## src/rtl/ysyx_25040101_core_seq_if.sv

```systemverilog
// Fetch and data-memory valid/ready bus between the core sequencer (master)
// and the IFU/LSU bus ports (slave).
interface ysyx_25040101_core_seq_if;
    logic        ifu_req_valid;
    logic        ifu_req_ready;
    logic        ifu_rsp_valid;
    logic [31:0] ifu_rsp_data;
    logic        lsu_req_valid;
    logic        lsu_req_ready;
    logic        lsu_rsp_valid;

    modport master (
        output ifu_req_valid,
        input  ifu_req_ready,
        input  ifu_rsp_valid,
        input  ifu_rsp_data,
        output lsu_req_valid,
        input  lsu_req_ready,
        input  lsu_rsp_valid
    );

    modport slave (
        input  ifu_req_valid,
        output ifu_req_ready,
        output ifu_rsp_valid,
        output ifu_rsp_data,
        input  lsu_req_valid,
        output lsu_req_ready,
        output lsu_rsp_valid
    );
endinterface

```

## src/rtl/ysyx_25040101_core_seq.sv

```systemverilog
// Multi-cycle NPC sequencer: fetch, execute, optional load/store, PC advance, halt on ebreak.
// Optional PERF_CNT_EN adds cycle and retired-instruction counters.
module ysyx_25040101_core_seq #(
    parameter logic [31:0] RESET_PC = 32'h8000_0000,
    parameter int unsigned CNT_W    = 32
) (
    input  logic                      clk,
    input  logic                      rst,
    ysyx_25040101_core_seq_if.master  bus,
    output logic [31:0]               inst_o,
    input  logic                      dec_rd_wen,
    input  logic                      dec_is_load,
    input  logic                      dec_is_store,
    input  logic                      dec_ebreak,
    input  logic [31:0]               next_pc_i,
    output logic [31:0]               pc_o,
    output logic                      rf_wen_o,
    output logic                      retire_o,
`ifdef PERF_CNT_EN
    output logic [CNT_W-1:0]          cyc_cnt_o,
    output logic [CNT_W-1:0]          inst_cnt_o,
`endif
    output logic                      halt_o
);

    typedef enum logic [2:0] {
        F_REQ,
        F_WAIT,
        EXEC,
        M_REQ,
        M_WAIT,
        HALT
    } state_t;

    state_t state;

    // Request valids are registered alongside the state; ifu_req_valid comes out
    // of reset high because the reset state is F_REQ.
    always_ff @(posedge clk or posedge rst) begin
        if (rst) begin
            state             <= F_REQ;
            pc_o              <= RESET_PC;
            inst_o            <= '0;
            bus.ifu_req_valid <= 1'b1;
            bus.lsu_req_valid <= 1'b0;
            halt_o            <= 1'b0;
        end else begin
            case (state)
                F_REQ: begin
                    if (bus.ifu_req_ready) begin
                        state             <= F_WAIT;
                        bus.ifu_req_valid <= 1'b0;
                    end
                end
                F_WAIT: begin
                    if (bus.ifu_rsp_valid) begin
                        inst_o <= bus.ifu_rsp_data;
                        state  <= EXEC;
                    end
                end
                EXEC: begin
                    if (dec_ebreak) begin
                        state  <= HALT;
                        halt_o <= 1'b1;
                    end else if (dec_is_load || dec_is_store) begin
                        state             <= M_REQ;
                        bus.lsu_req_valid <= 1'b1;
                    end else begin
                        pc_o              <= next_pc_i;
                        state             <= F_REQ;
                        bus.ifu_req_valid <= 1'b1;
                    end
                end
                M_REQ: begin
                    if (bus.lsu_req_ready) begin
                        state             <= M_WAIT;
                        bus.lsu_req_valid <= 1'b0;
                    end
                end
                M_WAIT: begin
                    if (bus.lsu_rsp_valid) begin
                        pc_o              <= next_pc_i;
                        state             <= F_REQ;
                        bus.ifu_req_valid <= 1'b1;
                    end
                end
                HALT: begin
                    state <= HALT;
                end
                default: begin
                    state             <= F_REQ;
                    bus.ifu_req_valid <= 1'b1;
                    bus.lsu_req_valid <= 1'b0;
                end
            endcase
        end
    end

    // Strobes depend on decode of the IR held in EXEC, so they follow the state combinationally.
    always_comb begin
        rf_wen_o = 1'b0;
        retire_o = 1'b0;
        case (state)
            EXEC: begin
                if (dec_ebreak) begin
                    retire_o = 1'b1;
                end else if (!(dec_is_load || dec_is_store)) begin
                    retire_o = 1'b1;
                    rf_wen_o = dec_rd_wen;
                end
            end
            M_WAIT: begin
                if (bus.lsu_rsp_valid) begin
                    retire_o = 1'b1;
                    rf_wen_o = dec_is_load;
                end
            end
            default: ;
        endcase
    end

`ifdef PERF_CNT_EN
    localparam logic [CNT_W-1:0] CNT_ONE = {{(CNT_W-1){1'b0}}, 1'b1};

    always_ff @(posedge clk or posedge rst) begin
        if (rst) begin
            cyc_cnt_o  <= '0;
            inst_cnt_o <= '0;
        end else begin
            if (state != HALT) begin
                cyc_cnt_o <= cyc_cnt_o + CNT_ONE;
            end
            if (retire_o) begin
                inst_cnt_o <= inst_cnt_o + CNT_ONE;
            end
        end
    end
`endif

endmodule

```

## src/flat_wrapper.sv

```systemverilog
// flat-port wrapper written by rule: the top's interface ports become plain ports
module ysyx_25040101_core_seq_flat 
#(
    parameter logic [31:0] RESET_PC = 32'h8000_0000,
    parameter int unsigned CNT_W    = 32
)
  (clk, rst, inst_o, dec_rd_wen, dec_is_load, dec_is_store, dec_ebreak, next_pc_i, pc_o, rf_wen_o, retire_o, halt_o, bus_ifu_req_valid, bus_ifu_req_ready, bus_ifu_rsp_valid, bus_ifu_rsp_data, bus_lsu_req_valid, bus_lsu_req_ready, bus_lsu_rsp_valid);
  ysyx_25040101_core_seq_if bus_i ();
  input  logic clk;
  input  logic rst;
  output logic [31:0] inst_o;
  input  logic dec_rd_wen;
  input  logic dec_is_load;
  input  logic dec_is_store;
  input  logic dec_ebreak;
  input  logic [31:0] next_pc_i;
  output logic [31:0] pc_o;
  output logic rf_wen_o;
  output logic retire_o;
  output logic halt_o;
  output wire logic [$bits(bus_i.ifu_req_valid)-1:0] bus_ifu_req_valid;
  input wire logic [$bits(bus_i.ifu_req_ready)-1:0] bus_ifu_req_ready;
  input wire logic [$bits(bus_i.ifu_rsp_valid)-1:0] bus_ifu_rsp_valid;
  input wire logic [$bits(bus_i.ifu_rsp_data)-1:0] bus_ifu_rsp_data;
  output wire logic [$bits(bus_i.lsu_req_valid)-1:0] bus_lsu_req_valid;
  input wire logic [$bits(bus_i.lsu_req_ready)-1:0] bus_lsu_req_ready;
  input wire logic [$bits(bus_i.lsu_rsp_valid)-1:0] bus_lsu_rsp_valid;
  assign bus_ifu_req_valid = bus_i.ifu_req_valid;
  assign bus_i.ifu_req_ready = bus_ifu_req_ready;
  assign bus_i.ifu_rsp_valid = bus_ifu_rsp_valid;
  assign bus_i.ifu_rsp_data = bus_ifu_rsp_data;
  assign bus_lsu_req_valid = bus_i.lsu_req_valid;
  assign bus_i.lsu_req_ready = bus_lsu_req_ready;
  assign bus_i.lsu_rsp_valid = bus_lsu_rsp_valid;
  ysyx_25040101_core_seq #(.RESET_PC(RESET_PC), .CNT_W(CNT_W)) u_core (.clk(clk), .rst(rst), .bus(bus_i), .inst_o(inst_o), .dec_rd_wen(dec_rd_wen), .dec_is_load(dec_is_load), .dec_is_store(dec_is_store), .dec_ebreak(dec_ebreak), .next_pc_i(next_pc_i), .pc_o(pc_o), .rf_wen_o(rf_wen_o), .retire_o(retire_o), .halt_o(halt_o));
endmodule
```

## config.mk

```make
export PLATFORM = sky130hd
export DESIGN_NAME = ysyx_25040101_core_seq_flat
export DESIGN_NICKNAME = d
export VERILOG_FILES = /design/src/rtl/ysyx_25040101_core_seq_if.sv /design/src/rtl/ysyx_25040101_core_seq.sv /design/src/flat_wrapper.sv
export SDC_FILE = /design/constraint.sdc
export NUM_CORES = 1
export LEC_CHECK = 0
export ABC_AREA = 0
export ABC_CLOCK_PERIOD_IN_PS = 4100
export CAP_MARGIN = 20
export CORE_UTILIZATION = 30
export CTS_CLUSTER_DIAMETER = 40
export CTS_CLUSTER_SIZE = 25
export DETAILED_ROUTE_END_ITERATION = 8
export PLACE_DENSITY = 0.7
export SETUP_SLACK_MARGIN = 0.2
export SLEW_MARGIN = 40
export SYNTH_ARGS = -nofsm -noshare
export SYNTH_HDL_FRONTEND = slang
export SYNTH_SLANG_ARGS = --single-unit
```

## constraint.sdc

```tcl
create_clock -name clk -period 4.1 [get_ports clk]
set_input_delay 0.615 -clock clk [delete_from_list [all_inputs] [get_ports clk]]
set_output_delay 0.615 -clock clk [all_outputs]
set_load 0.01 [all_outputs]
```

==> reports/qor.yml <==
logic_synthesis:
  synth_edf_count: 0
  syn-instance-count: 189
  synth_ff_type: "dfrtp_1"
  ys_warn_count: 0
  syn_area_mm2: 0.002934
  synth-seq-area-share: 0.5979
  yosys.cell_types.count: 31
  synth.net_count: 263
  syn_avg_cell_area_um2: 15.52
  async_flop_share: 1.000
  synth_seq_cells: 70
sta:
  setup_violations: 0
  final-max-slew-violation-count: 0
  totalNegativeSetupSlack_ns: 0
  rsz0062_at_grt: "false"
  post-route-min-period_ns: 3.071
  period_share: 0.7491
  hold_violations: 0
  fmaxAchievable_mhz: 325.6
  worst_slew_margin_relative_to_its_limit: 0.5973
  transition_time_at_the_pin_with_the_least_slew_margin_ns: 0.6034
  worst_skew_ns: 0.007141
detailed_routing:
  drt_drc_violations_left: 0
  num_vias: 2078
  drt-wirelength-per-cell_um: 14.20
  firstDrtPassIters: 4
  postRouteWirelength_um: 6674
  drtAntennaViolNets: 0
  first_iter_violations: 99
  vias_cell: 4.421
final_layout:
  drive_above_1_share: 0.2669
  fillers: 869
  finalCoreUtilization: 0.5044
  final-seq-area_mm2: 0.001754
  layout.cells.most_common_list: "142 x clkdlybuf4s50_1, 68 x dfrtp_1, 34 x mux2_2"
  final_nets: 410
  antenna_cells_inserted: 0
  layout-area-overhead-vs-synth_pct: 61.11
  layout_commonest_cell: "clkdlybuf4s50_1"
  multi_input_comb_area_mm2: 0.001110
clock_network:
  cts.clk_slew.worst_paths_ns: 0.07
  post_cts_setup_repair_bufs: 0
  largest_buffer_count_on_any_clock_path: 2
  ctsHoldBuffers: 0
  cts_sinks: 70
  inserted_clock_buffers: 9
  post_cts_resized: 0
  cts_tree: "done"
  root_buffer: "clkbuf_8"
  cts_htree_levels: 3
  clk-insertion-delay-late_ns: 0.33
placed_design:
  dp.final_hpwl_um: 4830
  io_buffer_count: 142
  gp_congestion: 0.8205
critical_path:
  critPathCaptureType: "output pin"
  capture_point_of_the_worst_reg_to_reg_path: "u_core.inst_o[31]"
  crit_slowest_cell: "clkdlybuf4s50_1"
  crit_end: "rf_wen_o"
  required_ns: 3.48
  worst-setup-path-type: "in2out"
  cpMostUsedCell: "clkdlybuf4s50_1"
  cp-startpoint: "dec_ebreak"
  delay_of_the_slowest_critical_path_stage_ns: 0.56
  cp_cell_sequence: "clkdlybuf4s50_1 > nor3_1 > nand4b_1 > a21oi_1 > clkdlybuf4s50_1"
  reg2regPathDepth: 4
  r2r_slack_ns: 1.68
  crit-reg2reg-launch: "u_core.state[0]"
  worstPathArrival_ns: 2.46
  startpoint_type: "input port"
  cp_max_fo: 5
die:
  placementRows: 35
  die_w_um: 100.9
  die_height_um: 100.9
  die_area_mm2: 0.01018
  initial_cell_density_of_the_core: 0.3131
  pin_count: 143
  placeableCoreArea_mm2: 0.009371
power_and_ir_drop:
  leakage_dissipation_uw: 0.001945
  fin_total_pwr_uw: 3946
  worst_ir_drop_vdd_mv: 0.3940
  power.density_cell_area_mw_per_mm2: 834.8
global_routing:
  grt_antenna_before_repair: 0
  number_of_global_route_vias_before_repair: 2185
  overflow: 0
  grt_max_degree: 37
  groute.usage.overall: 0.1364
  first_pass_grt_wire_length_um: 10610
status:
  run_status: "complete, no violations"
hold_path:
  tightest_hold_check_type: "reg2reg"
flow_run:
  cap_viol_max_count: 0
-- critical path, delay by kind of cell --
family | cells | cell delay [ns]
AO/OA/AOI/OAI | 1 | 0.16
buffers and inverters | 2 | 1.06
AND/OR/NAND/NOR | 2 | 0.63
-- synthesized netlist by cell type (2+ instances only) --
| library cell | n | area share |
|---|---|---|
| a21oi_1 | 5 | 0.0085 |
| buf_2 | 3 | 0.0051 |
| buf_6 | 3 | 0.012 |
| clkbuf_1 | 3 | 0.0038 |
| dfrtp_1 | 68 | 0.58 |
| dfstp_2 | 2 | 0.018 |
| inv_1 | 3 | 0.0038 |
| mux2_2 | 34 | 0.13 |
| mux2_4 | 30 | 0.15 |
| nand2_1 | 4 | 0.0051 |
| nand2b_1 | 2 | 0.0043 |
| nor2_1 | 5 | 0.0064 |
| nor3_1 | 4 | 0.0068 |
| o21ai_0 | 5 | 0.0085 |
| o31ai_1 | 2 | 0.0051 |
-- per-layer routing --
layer / wire length (µm) / global-route usage / part of all wire / vias up
li1: - / - / - / 965
met1: 2892 / 0.1666 / 0.43 / 982
met2: 2982 / 0.2144 / 0.45 / 115
met3: 632 / 0.04161 / 0.095 / 16
met4: 167 / 0.07692 / 0.025 / 0
met5: 0 / 0 / 0 / -
-- layout make-up --
cell class                 count  area share
sequential                    70      0.3711
clock inverter                 6     0.02329
clock buffer                  10     0.02700
timing repair buffer         146      0.3070
tap                          129     0.03415
multi-input combinational    106      0.2348
inverter                       3    0.002647
-- kinds of logic after synthesis --
family / Yosys count / synth area share
buf+inv: 13 / 0.02601
flops: 70 / 0.5979
xor+xnor: 1 / 0.002986
simple gates: 22 / 0.04478
mux: 65 / 0.2874
compound gates: 18 / 0.04094
-- worst min-delay path by stage --
stage	from	end	slack, ns	cells past startpoint
after global routing	u_core.inst_o[27]	u_core.inst_o[27]	0.53	1
final	u_core.bus.ifu_req_valid	u_core.bus.ifu_req_valid	0.50	2
after CTS	u_core.bus.ifu_req_valid	u_core.bus.ifu_req_valid	0.51	2
after detailed placement	u_core.halt_o	u_core.halt_o	0.49	1
after floorplan	u_core.bus.ifu_req_valid	u_core.bus.ifu_req_valid	0.50	2
after global placement	u_core.bus.ifu_req_valid	u_core.bus.ifu_req_valid	0.49	2
-- where the power goes --
group | switching [µW] | internal (µW)
logic | 687 | 1290
clock network | 251 | 403
registers | 252 | 1060
total | 1190 | 2760
-- through the flow --
| step | setup slack (ns) | instance area, µm² | hold WS (ns) | instances |
|---|---|---|---|---|
| CTS | 1.081 | 4726 | 0.5088 | 470 |
| global route | 0.9964 | 4727 | 0.5275 | 470 |
| finish | 1.029 | 4727 | 0.5033 | 470 |
| floorplan | 1.720 | 2934 | 0.4986 | 189 |
| detailed placement | 1.085 | 4488 | 0.4864 | 454 |
| global placement | 1.176 | 4488 | 0.4888 | 454 |
-- sequential cells by signal, summed over array words and instances, names as in the netlist --
name and cells:
u_core.bus.ifu_req_valid 1, u_core.bus.lsu_req_valid 1, u_core.halt_o 1, u_core.inst_o 32, u_core.pc_o 32, u_core.state 3
(Power assumes the default switching activity.)
